==> config.mk <==
export PLATFORM = sky130hd
export DESIGN_NAME = buf_loader_flat
export DESIGN_NICKNAME = d
export VERILOG_FILES = /design/src/rtl/buf_loader_if.sv /design/src/rtl/buf_loader.sv /design/src/flat_wrapper.sv
export SDC_FILE = /design/constraint.sdc
export NUM_CORES = 1
export LEC_CHECK = 0
export BUFFER_PORTS_ARGS = -buffer_cell sky130_fd_sc_hd__buf_4
export CORE_MARGIN = 2
export CORE_UTILIZATION = 30
export CTS_BUF_LIST = sky130_fd_sc_hd__clkbuf_4 sky130_fd_sc_hd__clkbuf_8 sky130_fd_sc_hd__clkbuf_16
export CTS_CLUSTER_DIAMETER = 80
export DETAILED_ROUTE_END_ITERATION = 12
export GPL_TIMING_DRIVEN = 0
export HOLD_SLACK_MARGIN = 0.03
export PLACE_DENSITY = 0.56
export RECOVER_POWER = 50
export SYNTH_ARGS = -nofsm -noshare
export SYNTH_HDL_FRONTEND = slang
export SYNTH_SLANG_ARGS = --single-unit
export TNS_END_PERCENT = 30
==> constraint.sdc <==
create_clock -name clk -period 2 [get_ports clk]
set_input_delay 0.1 -clock clk [delete_from_list [all_inputs] [get_ports clk]]
set_output_delay 0.1 -clock clk [all_outputs]
set_load 0.03 [all_outputs]
==> src/rtl/buf_loader_if.sv <==
// buf_loader_if: load handshake, serial buffer link and status signals of buf_loader
interface buf_loader_if;
  logic       load_valid;
  logic       load_ready;
  logic [7:0] load_data;
  logic [2:0] load_addr;
  logic       abort;
  logic       sclk;
  logic       sin;
  logic       ssel;
  logic [2:0] saddr;
  logic       sout;
  logic       rd_valid;
  logic [7:0] rd_data;
  logic       frame_done;
  logic       frame_err;
  logic       busy;
  modport slave (
    input  load_valid, load_data, load_addr, abort, sout,
    output load_ready, sclk, sin, ssel, saddr, rd_valid, rd_data, frame_done, frame_err, busy
  );
  modport master (
    output load_valid, load_data, load_addr, abort, sout,
    input  load_ready, sclk, sin, ssel, saddr, rd_valid, rd_data, frame_done, frame_err, busy
  );
endinterface

==> src/rtl/buf_loader.sv <==
// buf_loader: shifts loaded bytes MSB first into a serial pattern buffer while reading back its old contents
module buf_loader #(
  parameter int HALF        = 1,
  parameter int FRAME_BYTES = 32
) (
  input logic       clk,
  input logic       rst,
  buf_loader_if.slave bus
);
  typedef enum logic [2:0] {IDLE, LO, HI, WAIT, END} state_t;
  state_t     state_q, state_d;
  logic [3:0] ph_q, ph_d;
  logic [2:0] bit_q, bit_d;
  logic [7:0] tx_q, tx_d, rx_q, rx_d, rd_data_q, rd_data_d;
  logic [4:0] cnt_q, cnt_d;
  logic [2:0] saddr_q, saddr_d;
  logic       sclk_q, sclk_d, sin_q, sin_d, ssel_q, ssel_d;
  logic       rd_valid_q, rd_valid_d, done_q, done_d, err_q, err_d;
  logic       ph_end, last;
  assign bus.load_ready = !rst && (state_q == IDLE || state_q == WAIT);
  assign ph_end         = ph_q == 4'(HALF - 1);
  assign last           = cnt_q == 5'(FRAME_BYTES - 1);
  assign bus.sclk       = sclk_q;
  assign bus.sin        = sin_q;
  assign bus.ssel       = ssel_q;
  assign bus.busy       = ssel_q;
  assign bus.saddr      = saddr_q;
  assign bus.rd_valid   = rd_valid_q;
  assign bus.rd_data    = rd_data_q;
  assign bus.frame_done = done_q;
  assign bus.frame_err  = err_q;
  // next state: abort beats a transfer, a transfer restarts the bit engine, otherwise advance the phases
  always_comb begin
    state_d    = state_q;
    ph_d       = ph_q;
    bit_d      = bit_q;
    tx_d       = tx_q;
    rx_d       = rx_q;
    rd_data_d  = rd_data_q;
    cnt_d      = cnt_q;
    saddr_d    = saddr_q;
    sclk_d     = sclk_q;
    sin_d      = sin_q;
    ssel_d     = ssel_q;
    rd_valid_d = 1'b0;
    done_d     = 1'b0;
    err_d      = 1'b0;
    if (bus.abort && state_q != IDLE) begin
      state_d = IDLE;
      sclk_d  = 1'b0;
      ssel_d  = 1'b0;
      err_d   = 1'b1;
    end else if (bus.load_valid && bus.load_ready) begin
      state_d = LO;
      tx_d    = bus.load_data;
      sin_d   = bus.load_data[7];
      ph_d    = '0;
      bit_d   = 3'd7;
      sclk_d  = 1'b0;
      if (state_q == IDLE) begin
        saddr_d = bus.load_addr;
        cnt_d   = '0;
        ssel_d  = 1'b1;
      end
    end else begin
      case (state_q)
        LO: begin
          ph_d = ph_end ? '0 : ph_q + 4'd1;
          if (ph_end) begin
            rx_d    = {rx_q[6:0], bus.sout};
            state_d = HI;
            sclk_d  = 1'b1;
          end
        end
        HI: begin
          ph_d = ph_end ? '0 : ph_q + 4'd1;
          if (ph_end) begin
            sclk_d = 1'b0;
            if (bit_q == 3'd0) begin
              rd_valid_d = 1'b1;
              rd_data_d  = rx_q;
              cnt_d      = last ? '0 : cnt_q + 5'd1;
              state_d    = last ? END : WAIT;
              ssel_d     = !last;
              done_d     = last;
            end else begin
              bit_d   = bit_q - 3'd1;
              tx_d    = {tx_q[6:0], 1'b0};
              sin_d   = tx_q[6];
              state_d = LO;
            end
          end
        end
        END:     state_d = IDLE;
        default: state_d = state_q;
      endcase
    end
  end
  // state and output registers, cleared by synchronous reset
  always_ff @(posedge clk) begin
    if (rst) begin
      state_q    <= IDLE;
      ph_q       <= '0;
      bit_q      <= '0;
      tx_q       <= '0;
      rx_q       <= '0;
      rd_data_q  <= '0;
      cnt_q      <= '0;
      saddr_q    <= '0;
      sclk_q     <= 1'b0;
      sin_q      <= 1'b0;
      ssel_q     <= 1'b0;
      rd_valid_q <= 1'b0;
      done_q     <= 1'b0;
      err_q      <= 1'b0;
    end else begin
      state_q    <= state_d;
      ph_q       <= ph_d;
      bit_q      <= bit_d;
      tx_q       <= tx_d;
      rx_q       <= rx_d;
      rd_data_q  <= rd_data_d;
      cnt_q      <= cnt_d;
      saddr_q    <= saddr_d;
      sclk_q     <= sclk_d;
      sin_q      <= sin_d;
      ssel_q     <= ssel_d;
      rd_valid_q <= rd_valid_d;
      done_q     <= done_d;
      err_q      <= err_d;
    end
  end
endmodule

==> src/flat_wrapper.sv <==
// flat-port wrapper written by rule: the top's interface ports become plain ports
module buf_loader_flat 
#(
  parameter int HALF        = 1,
  parameter int FRAME_BYTES = 32
)
  (clk, rst, bus_load_valid, bus_load_data, bus_load_addr, bus_abort, bus_sout, bus_load_ready, bus_sclk, bus_sin, bus_ssel, bus_saddr, bus_rd_valid, bus_rd_data, bus_frame_done, bus_frame_err, bus_busy);
  buf_loader_if bus_i ();
  input logic clk;
  input logic rst;
  input wire logic [$bits(bus_i.load_valid)-1:0] bus_load_valid;
  input wire logic [$bits(bus_i.load_data)-1:0] bus_load_data;
  input wire logic [$bits(bus_i.load_addr)-1:0] bus_load_addr;
  input wire logic [$bits(bus_i.abort)-1:0] bus_abort;
  input wire logic [$bits(bus_i.sout)-1:0] bus_sout;
  output wire logic [$bits(bus_i.load_ready)-1:0] bus_load_ready;
  output wire logic [$bits(bus_i.sclk)-1:0] bus_sclk;
  output wire logic [$bits(bus_i.sin)-1:0] bus_sin;
  output wire logic [$bits(bus_i.ssel)-1:0] bus_ssel;
  output wire logic [$bits(bus_i.saddr)-1:0] bus_saddr;
  output wire logic [$bits(bus_i.rd_valid)-1:0] bus_rd_valid;
  output wire logic [$bits(bus_i.rd_data)-1:0] bus_rd_data;
  output wire logic [$bits(bus_i.frame_done)-1:0] bus_frame_done;
  output wire logic [$bits(bus_i.frame_err)-1:0] bus_frame_err;
  output wire logic [$bits(bus_i.busy)-1:0] bus_busy;
  assign bus_i.load_valid = bus_load_valid;
  assign bus_i.load_data = bus_load_data;
  assign bus_i.load_addr = bus_load_addr;
  assign bus_i.abort = bus_abort;
  assign bus_i.sout = bus_sout;
  assign bus_load_ready = bus_i.load_ready;
  assign bus_sclk = bus_i.sclk;
  assign bus_sin = bus_i.sin;
  assign bus_ssel = bus_i.ssel;
  assign bus_saddr = bus_i.saddr;
  assign bus_rd_valid = bus_i.rd_valid;
  assign bus_rd_data = bus_i.rd_data;
  assign bus_frame_done = bus_i.frame_done;
  assign bus_frame_err = bus_i.frame_err;
  assign bus_busy = bus_i.busy;
  buf_loader #(.HALF(HALF), .FRAME_BYTES(FRAME_BYTES)) u_core (.clk(clk), .rst(rst), .bus(bus_i));
endmodule
==> run_results.csv, run 1 <==
group,metric,value,unit
run_status,status,"complete, no violations",
detailed_routing,viasPerCell,4.658,
synthesis,yosysSeqAreaShare,44.58,%
run,maxCapViolations,0,
place,place_congestion,0.7531,
finish,syn_to_final_growth,22.53,%
detailed_routing,routed_wl,4.700,mm
detailed_routing,ant_nets,0,
place,dp_hpwl,3.324,mm
detailed_routing,route.met2.wl,2.088,mm
floorplanning,core,6794,um^2
floorplanning,initial_core_util,31.07,%
timing,fin_skew,0.004339,ns
floorplanning,die_w,87.88,um
min_path,hp-class,"in2reg",
global_routing,grt_overflow,0,
clock_tree,cts_buffer_depth,2,
pwr,leakage,1.058,nW
timing,fin_ws,0.1350,ns
synthesis,synthDistinctLibCells,41,
worst_setup_path,cp_max_fo,9,
clock_tree,cts_tree,"yes",
timing,maxSlewViolCount,0,
min_path,hold_depth,3,
timing,worstMarginPinSlew,0.5097,ns
detailed_routing,drcViolationCount,0,
synthesis,yosysWarnings,0,
global_routing,grt_pass1_wl,7.541,mm
worst_setup_path,crit_arrival,2.06,ns
floorplanning,die_y,87.88,um
detailed_routing,met1Wirelength,2.429,mm
clock_tree,clkSinkCount,47,
clock_tree,clk_latency,0.30,ns
synthesis,syn_avg_cell_area,9.020,um^2
detailed_routing,drt-pass1-iter-count,4,
floorplanning,dieArea,7723,um^2
synthesis,synth_area,2111,um^2
synthesis,syn_inst,234,
place,place_ws,-0.06136,ns
detailed_routing,vias,1742,
detailed_routing,wire_per_inst,12.57,um
finish,layout.cells.non_filler,374,
global_routing,antenna_found_initial,0,
clock_tree,htreeDepth,2,
worst_setup_path,worst_ep_required_time,2.19,ns
timing,setup_viol,0,
worst_setup_path,r2r_cells,7,
clock_tree,cts_buffers,5,
global_routing,grt_usage,12.50,%
floorplanning,ios,35,
timing,hold_slack,0.03727,ns
pwr,irDropWorstVdd,0.0002587,V
timing,hold_viol_final,0,
place,dp.cells,363,
finish,drive_gt1_share,17.63,%
detailed_routing,dr_wl_met3,119,um
clock_tree,clkTransAtPathRegs,0.08,ns
pwr,power_density,763.2,nW/um^2
detailed_routing,drt_iter0_drc,88,
timing,layout_min_cycle_time,1.865,ns
timing,finalCritPeriodShare,93.25,%
timing,slew_headroom,66.02,%
finish,final_cell_area,2586,um^2
global_routing,grt_max_degree,14,
timing,rsz0062_at_grt,"no",
worst_setup_path,crit_type,"reg2reg",
worst_setup_path,cp-end-kind,"register",
place,portBuffers,33,
detailed_routing,top_layer,"met4",
synthesis,syn-num-nets,256,
global_routing,grt_pass1_vias,1595,
timing,fmax,536.2,MHz
finish,antenna_cells,0,
floorplanning,rows,30,
place,place_area,2479,um^2
worst_setup_path,startpoint_type,"register",
clock_tree,clock-root-buffer,"clkbuf_8",
finish,finish.net_count,299,
synthesis,synth-seq-cells,47,
==> report_power, final <==
part / internal, W / switching, W
clock network: 0.000330 / 0.000313
logic: 0.000129 / 0.000198
registers: 0.000978 / 0.0000264
==> logic make-up (layout without fill, tap and decap cells) <==
family | Yosys count | in the layout | synth area share, %
AND/OR/NAND/NOR | 103 | 103 | 24.95
buffers and inverters | 17 | 61 | 3.794
multiplexers | 12 | 12 | 5.691
flip-flops | 47 | 47 | 44.58
AO/OA/AOI/OAI | 48 | 48 | 17.01
adder cells (fa/ha/maj) | 6 | 6 | 3.557
XOR/XNOR | 1 | 1 | 0.4150
==> path summary, 6_finish.rpt <==
kind	startpoint	endpoint	slack (ns)
setup / recovery	u_core.state_q[1]	u_core.tx_q[2]	0.13
hold / removal	bus_load_addr[2]	u_core.bus.saddr[2]	0.04
setup reg to reg	u_core.state_q[1]	u_core.tx_q[2]	0.13
hold reg to reg	u_core.tx_q[0]	u_core.tx_q[0]	0.47
==> worst max-delay path, stage by stage, from the launching register on <==
cell and delay (ns):
dfxtp_1 0.30, buf_2 0.17, or2_2 0.33, o21a_1 0.28, a21oi_4 0.20, buf_4 0.17
nor2_1 0.04, a311oi_1 0.27
==> what timing repair did <==
item,CTS,global route
hold buffers,0,1
pin swaps,0,2
endpoints found under the hold margin,0,1
resized for setup,2,10
cloned,0,0
buffers inserted,1,2
setup endpoints to repair,22,28
==> final cells by class <==
| cell class | instances | area [um^2] |
|---|---|---|
| clock buffer | 8 | 103.9 |
| sequential | 47 | 942.2 |
| buffer | 12 | 63.81 |
| fill | 701 | 4208 |
| timing repair buffer | 37 | 212.7 |
| inverter | 4 | 15.01 |
| multi-input combinational | 170 | 1129 |
| tap | 96 | 120.1 |
==> layer usage <==
layer	vias to the layer above	GRT usage (%)
met5	-	0
met4	0	4.196
met3	5	2.545
met2	24	18.60
met1	814	18.01
li1	899	-
==> registers in the layout, indices dropped and copies added (netlist names) <==
signal / count
u_core.bit_q: 3
u_core.bus.busy: 1
u_core.bus.frame_done: 1
u_core.bus.frame_err: 1
u_core.bus.rd_data: 8
u_core.bus.rd_valid: 1
u_core.bus.saddr: 3
u_core.bus.sclk: 1
u_core.bus.sin: 1
u_core.cnt_q: 5
u_core.ph_q: 4
u_core.rx_q: 8
u_core.state_q: 3
u_core.tx_q: 7
==> cell usage after synthesis <==
master    instances  area (um^2)
a311oi_2          1        15.01
a21boi_1          1        7.510
clkbuf_1          7        26.28
a41o_1            1        10.01
a22oi_1           1        7.510
or3_1             3        18.77
buf_4             1        7.510
nand2b_1         10        62.56
o22ai_1           2        12.51
nand3_2           2        20.02
a21oi_4           1        16.27
and3_1            4        25.02
nor4b_1           1        8.760
buf_2             4        20.02
a311oi_1          8        70.07
nor4b_4           1        23.77
mux2i_1          12        120.1
nor2b_1           9        56.30
or2_2             1        6.260
o21ai_1           2        10.01
xnor2_1           1        8.760
a211oi_1          2        15.01
a21oi_1          14        70.07
nand2_1          23        86.33
o22a_1            7        61.31
a221o_1           1        10.01
nand3_1           8        40.04
ha_1              6        75.07
dfxtp_1          47        940.9
o21a_1            1        7.510
buf_6             1        11.26
nand3b_1          3        22.52
nor2_4            1        11.26
a211oi_2          1        12.51
inv_1             4        15.01
o21ai_0           2        10.01
a21o_1            2        15.01
nor3_1            1        5.000
nor2_1           34        127.6
and2_1            2        12.51
a21oi_2           1        8.760
==> placed cells by master (no fill, tap or decap), drive strengths merged, types with 4 or more instances in the layout <==
cell type,count
clkbuf,32
mux2i,12
and3,4
nor2b,9
nand2,23
buf,24
nor2,35
dfxtp,47
o22a,7
nand3,10
ha,6
o21ai,4
a21oi,16
a311oi,9
inv,4
nand2b,10
==> stage by stage <==
step                util, %  setup TNS, ns  total power [W]
floorplan                 -              0         0.001250
global placement      36.48        -0.2139         0.001350
detailed placement    36.48        -0.3951         0.001355
CTS                   38.23              0         0.001995
global route          38.07              0         0.002074
finish                38.07              0         0.001974
Note: power is estimated with default switching activity, not from simulation.
==> inputs of run 2 (changes only) <==
ABC_AREA = 1   (was unset)
PLACE_DENSITY = 0.55   (was 0.56)
==> run 2 against run 1 <==
Net effect:
- combinational power grew to 5.4 times the previous value
- register-to-register slack better by 0.11 ns
- sequential power rose by 33%
- design area up 7.2%
- setup slack better by 0.11 ns
- fmax increased by 6.3%
- critical path depth unchanged
- global-route usage up 1.3 points
- sequential share of layout area is 2.5 points lower
- die area rose by 13%
- synthesized cell count is 53% higher
- critical path type unchanged
- largest power group is now combinational cells
- highest routed layer unchanged
==> run_results.csv, run 2 <==
group,metric,value,unit
run_status,status,"complete, no violations",
floorplanning,core,7727,um^2
floorplanning,ios,35,
global_routing,grt_overflow,0,
synthesis,synth_mux_area_share,0,%
clock_tree,clkSinkCount,47,
synthesis,syn_inst,359,
synthesis,synth_top_family_by_area,"simple AND/OR/NAND/NOR gates",
floorplanning,die_w,93.32,um
synthesis,synth_adder_area_share,3.136,%
finish,drive_gt1_share,11.69,%
worst_setup_path,crit_type,"reg2reg",
detailed_routing,wire_per_inst,11.12,um
global_routing,grt_usage,13.77,%
worst_setup_path,cp-end-kind,"register",
timing,setup-tns-final,0,ns
clock_tree,cts_setup_buffers,0,
detailed_routing,drt_iter0_drc,99,
synthesis,syn_avg_cell_area,6.667,um^2
synthesis,synth_compound_area_share,7.005,%
global_routing,gr-usage-met1,18.34,%
clock_tree,cts_buffer_depth,2,
worst_setup_path,startpoint_type,"register",
clock_tree,cts_buffers,5,
detailed_routing,drt-pass1-iter-count,4,
worst_setup_path,cp_max_fo,10,
synthesis,synth-seq-cells,47,
global_routing,grt_pass1_vias,2005,
timing,layout_min_cycle_time,1.754,ns
synthesis,synth_area,2394,um^2
synthesis,yosysWarnings,0,
finish,antenna_cells,0,
synthesis,synthTopCellsByCount,"nand2_1, inv_1, dfxtp_1, nor2_1, nand3_1",
synthesis,yosysSeqAreaShare,39.31,%
timing,fin_skew,0.006059,ns
synthesis,synth_largest_area_cell,"dfxtp_1",
detailed_routing,viasPerCell,4.329,
worst_setup_path,crit_top_cell,"nand2_1",
global_routing,grt_busiest_layer,"met2",
timing,maxSlewViolCount,0,
timing,worstMarginPinSlew,0.5308,ns
finish,syn_to_final_growth,15.84,%
worst_setup_path,worst_ep_required_time,2.17,ns
floorplanning,initial_core_util,30.97,%
finish,finish.net_count,423,
synthesis,syn-num-nets,381,
min_path,hp-class,"in2reg",
global_routing,grtUsageMet3,2.579,%
synthesis,synthDistinctLibCells,25,
worst_setup_path,crit_arrival,1.92,ns
pwr,leakage,1.385,nW
synthesis,synth-simple-area-share,36.91,%
timing,fmax,570.0,MHz
clock_tree,htreeDepth,2,
timing,finalCritPeriodShare,87.71,%
place,portBuffers,33,
timing,setup_viol,0,
floorplanning,rows,32,
synthesis,synth-xor-area-share,0.7318,%
place,dp_hpwl,4.093,mm
global_routing,grt_max_degree,14,
synthesis,yosysMostFrequentCell,"nand2_1",
global_routing,grt_pass1_wl,9.508,mm
run,maxCapViolations,0,
place,place_congestion,0.8046,
clock_tree,cts_tree,"yes",
pwr,power_density,1325,nW/um^2
timing,hold_viol_final,0,
timing,slew_headroom,64.61,%
detailed_routing,routed_wl,5.602,mm
timing,rsz0062_at_grt,"no",
synthesis,synth_edf_count,0,
floorplanning,dieArea,8709,um^2
global_routing,antenna_found_initial,0,
worst_setup_path,crit_path_top_delay_cell,"clkbuf_1",
worst_setup_path,slowest_delay,0.44,ns
detailed_routing,ant_nets,0,
floorplanning,die_y,93.32,um
global_routing,gr-usage-met2,22.48,%
clock_tree,clkTransAtPathRegs,0.09,ns
detailed_routing,drcViolationCount,0,
worst_setup_path,path_cells,"inv_1 > nand3_1 > nand2_1 > clkbuf_1 > nand2_1 > nand2_1 > a21oi_1",
synthesis,synth_top_area_share,39.31,%
synthesis,yosys-top-cells-area,"dfxtp_1, nand2_1, inv_1",
detailed_routing,vias,2182,
clock_tree,clock-root-buffer,"clkbuf_8",
pwr,irDropWorstVdd,0.0005396,V
synthesis,synth_ff_type,"dfxtp_1",
clock_tree,clk_latency,0.30,ns
finish,final_common_cell,"nand2_1",
place,place_ws,0.3427,ns
timing,fin_ws,0.2457,ns
synthesis,async_reset_ff_share,0,%
finish,final_cell_mix,"nand2_1, inv_1, nor2_1, dfxtp_1, nand3_1",
run 2: cell count changes after synthesis, moves of 8 or more:
| cell | before | now |
|---|---|---|
| nor2b_1 | 9 | 0 |
| a311oi_1 | 8 | 0 |
| nand2_1 | 23 | 109 |
| nand3_1 | 8 | 22 |
| inv_1 | 4 | 55 |
| mux2i_1 | 12 | 0 |
| nand2b_1 | 10 | 0 |
| nor2_1 | 34 | 47 |
run 2: power by group:
| part | total (W) | leakage, nW | switching, W | internal [W] |
|---|---|---|---|---|
| registers | 0.00133 | 0.383 | 0.000140 | 0.00119 |
| logic | 0.00176 | 0.953 | 0.00121 | 0.000553 |
| clock network | 0.000584 | 0.0491 | 0.000311 | 0.000273 |
run 2: layer usage:
| metal | wire length, um | vias to the layer above |
|---|---|---|
| li1 | - | 1171 |
| met1 | 2857 | 974 |
| met2 | 2507 | 31 |
| met3 | 172 | 6 |
| met4 | 63 | 0 |
| met5 | 0 | - |
run 2: area by class of cell:
cell class	count	area, um^2
clock buffer	7	83.83
fill	864	4955
buffer	11	71.32
inverter	58	217.7
clock inverter	1	5.005
multi-input combinational	243	1126
timing repair buffer	35	200.2
sequential	47	940.9
tap	102	127.6
run 2: stage by stage:
stage | total power (W) | util, % | cells | hold slack [ns] | cell area (um^2)
3_3_place_gp | 0.003204 | 35.83 | 494 | 0.3150 | 2769
6_report | 0.003673 | 35.88 | 504 | 0.07838 | 2773
2_1_floorplan | 0.002746 | - | 359 | 0.2384 | 2394
3_5_place_dp | 0.003231 | 35.83 | 494 | 0.3165 | 2769
4_1_cts | 0.003833 | 37.24 | 504 | 0.06966 | 2878
5_1_grt | 0.004024 | 35.88 | 504 | 0.08409 | 2773
run 2: cells by family after synthesis:
logic type / count (synthesis)
AO/OA/AOI/OAI: 32
adder cells (fa/ha/maj): 6
buffers and inverters: 69
AND/OR/NAND/NOR: 203
XOR/XNOR: 2
flip-flops: 47
run 2: worst paths after layout:
path         cells past startpoint  slack [ns]         startpoint                    end
max                              7        0.25  u_core.state_q[2]         u_core.ph_q[3]
min                              3        0.08   bus_load_addr[2]    u_core.bus.saddr[2]
min reg2reg                      2        0.46     u_core.rx_q[3]  u_core.bus.rd_data[3]
max reg2reg                      7        0.25  u_core.state_q[2]         u_core.ph_q[3]
run 2: timing repair:
item | 4_1_cts | 5_1_grt
resized for setup | 0 | 0
hold buffers | 2 | 0
hold endpoints to repair | 3 | 0
setup endpoints to repair | 0 | 0
run 2: worst max-delay path, delay by kind of cell (launching register included):
family	cells	cell delay [ns]
buffers and inverters	2	0.56
DFF	1	0.36
and+or+nand+nor	4	0.65
AOI/OAI and AO/OA	1	0.06
==> inputs of run 3 (changes only) <==
CTS_BUF_LIST = sky130_fd_sc_hd__clkbuf_8 sky130_fd_sc_hd__clkbuf_16   (was sky130_fd_sc_hd__clkbuf_4 sky130_fd_sc_hd__clkbuf_8 sky130_fd_sc_hd__clkbuf_16)
==> run 3 against run 2 <==
Net effect:
- core utilization decreased by 0.097 points
- setup slack improved by 0.0033 ns
- clock skew increased by 0.0018 ns
- power decreased by 0.88%
- routed wire length increased by 0.11%
==> run_results.csv, run 3 (synthesis results as in run 2) <==
group,metric,value,unit
floorplanning,die_y,93.32,um
clock_tree,htreeDepth,2,
detailed_routing,drt_iter0_drc,108,
detailed_routing,viasPerCell,4.361,
clock_tree,clock-root-buffer,"clkbuf_8",
finish,seqCellArea,940.9,um^2
timing,hold_viol_final,0,
finish,antenna_cells,0,
finish,final_cell_mix,"nand2_1, inv_1, nor2_1, dfxtp_1, nand3_1",
global_routing,grt_pass1_vias,2005,
timing,worstMarginPinSlew,0.5177,ns
pwr,p_total,0.003641,W
timing,layout_min_cycle_time,1.751,ns
global_routing,grt_overflow,0,
worst_setup_path,r2r_slack,0.25,ns
detailed_routing,drt-pass1-iter-count,4,
worst_setup_path,worst_ep_required_time,2.17,ns
global_routing,grt_max_degree,14,
clock_tree,postCtsResizedCells,0,
clock_tree,clkSinkCount,47,
worst_setup_path,crit_path_top_delay_cell,"clkbuf_1",
min_path,hold_depth,3,
finish,multi_input_area,1126,um^2
place,dp.cells,494,
min_path,hp-class,"in2reg",
detailed_routing,drcViolationCount,0,
timing,finalCritPeriodShare,87.55,%
clock_tree,cts_tree,"yes",
worst_setup_path,cp-end-kind,"register",
place,place_congestion,0.8046,
worst_setup_path,slowest_delay,0.44,ns
worst_setup_path,r2r_cells,7,
global_routing,antenna_found_initial,0,
place,place_area,2769,um^2
pwr,irDropWorstVdd,0.0005428,V
worst_setup_path,cp_max_fo,10,
timing,slew_headroom,65.48,%
timing,maxSlewViolCount,0,
floorplanning,initial_core_util,30.97,%
detailed_routing,vias,2198,
timing,fmax,571.1,MHz
finish,drive_gt1_share,11.19,%
pwr,leakage,1.387,nW
floorplanning,die_w,93.32,um
finish,final_common_cell,"nand2_1",
worst_setup_path,crit_arrival,1.92,ns
timing,hold_slack,0.07485,ns
place,portBuffers,33,
run,maxCapViolations,0,
detailed_routing,wire_per_inst,11.13,um
timing,setup_viol,0,
worst_setup_path,crit_top_cell,"nand2_1",
floorplanning,dieArea,8709,um^2
timing,fin_skew,0.007819,ns
pwr,power_density,1317,nW/um^2
worst_setup_path,crit_type,"reg2reg",
worst_setup_path,startpoint_type,"register",
finish,syn_to_final_growth,15.53,%
clock_tree,cts_buffers,5,
global_routing,grt_usage,13.75,%
timing,setup-tns-final,0,ns
detailed_routing,ant_nets,0,
worst_setup_path,cp_top_family,"simple AND/OR/NAND/NOR gates",
global_routing,grt_pass1_wl,9.494,mm
worst_setup_path,path_cells,"inv_1 > nand3_1 > nand2_1 > clkbuf_1 > nand2_1 > nand2_1 > a21oi_1",
floorplanning,core,7727,um^2
detailed_routing,routed_wl,5.608,mm
floorplanning,ios,35,
finish,layout.cells.non_filler,504,
finish,finish.net_count,423,
finish,final_cell_area,2765,um^2
clock_tree,cts_buffer_depth,2,
clock_tree,clk_latency,0.30,ns
finish,fillerInstances,867,
clock_tree,clkTransAtPathRegs,0.09,ns
worst_setup_path,timing.critical_path.buf_inv,2,
place,dp_hpwl,4.093,mm
run_status,status,"complete, no violations",
timing,rsz0062_at_grt,"no",
worst_setup_path,crit_cells,7,
floorplanning,rows,32,
[run 3: changes by cell type in the layout (fill, tap and decap cells not counted), sizes merged]
cell,previous run,this run
clkbuf,30,28
inv,58,60
[run 3: power breakdown]
part / total (W) / switching (W) / internal, W / leakage, nW
clock network: 0.000552 / 0.000317 / 0.000236 / 0.0505
registers: 0.00133 / 0.000140 / 0.00119 / 0.383
logic: 0.00176 / 0.00121 / 0.000553 / 0.953
total: 0.00364 / 0.00167 / 0.00198 / 1.39
[run 3: tightest hold or removal path, delay by kind of cell]
| family | cells | cell delay [ns] |
|---|---|---|
| compound gates | 1 | 0.06 |
| buf+inv | 1 | 0.11 |
| simple gates | 1 | 0.07 |
[run 3: final cells by class]
class	count	share of cell area [%]
multi-input combinational	243	40.72
sequential	47	34.03
inverter	58	7.873
timing repair buffer	35	7.240
tap	102	4.615
buffer	11	2.579
clock buffer	5	2.489
clock inverter	3	0.4525
[run 3: timing repair]
| action | 4_1_cts | 5_1_grt |
|---|---|---|
| endpoints found under the hold margin | 3 | 0 |
| hold buffers | 2 | 0 |
| setup buffers | 0 | 0 |
| endpoints found under the setup margin | 0 | 0 |
[run 3: path summary, 6_finish.rpt]
path	end	start
worst max-delay path	u_core.ph_q[0]	u_core.state_q[2]
worst min-delay path	u_core.bus.saddr[2]	bus_load_addr[2]
worst max register to register	u_core.ph_q[0]	u_core.state_q[2]
worst min register to register	u_core.bus.rd_data[3]	u_core.rx_q[3]
[run 3: through the flow]
step           util (%)  worst slack (ns)
6_report          35.78            0.2490
3_5_place_dp      35.83            0.3427
2_1_floorplan         -            0.6246
3_3_place_gp      35.83            0.3577
5_1_grt           35.78           0.07818
4_1_cts           37.14            0.3250
[run 3: per-layer routing]
metal | GRT usage [%] | routed length [um] | share of wire [%] | vias up
li1 | - | - | - | 1173
met1 | 18.29 | 2807 | 50 | 982
met2 | 22.48 | 2528 | 45 | 36
met3 | 2.579 | 208 | 3.7 | 7
met4 | 4.412 | 63 | 1.1 | 0
met5 | 0 | 0 | 0 | -
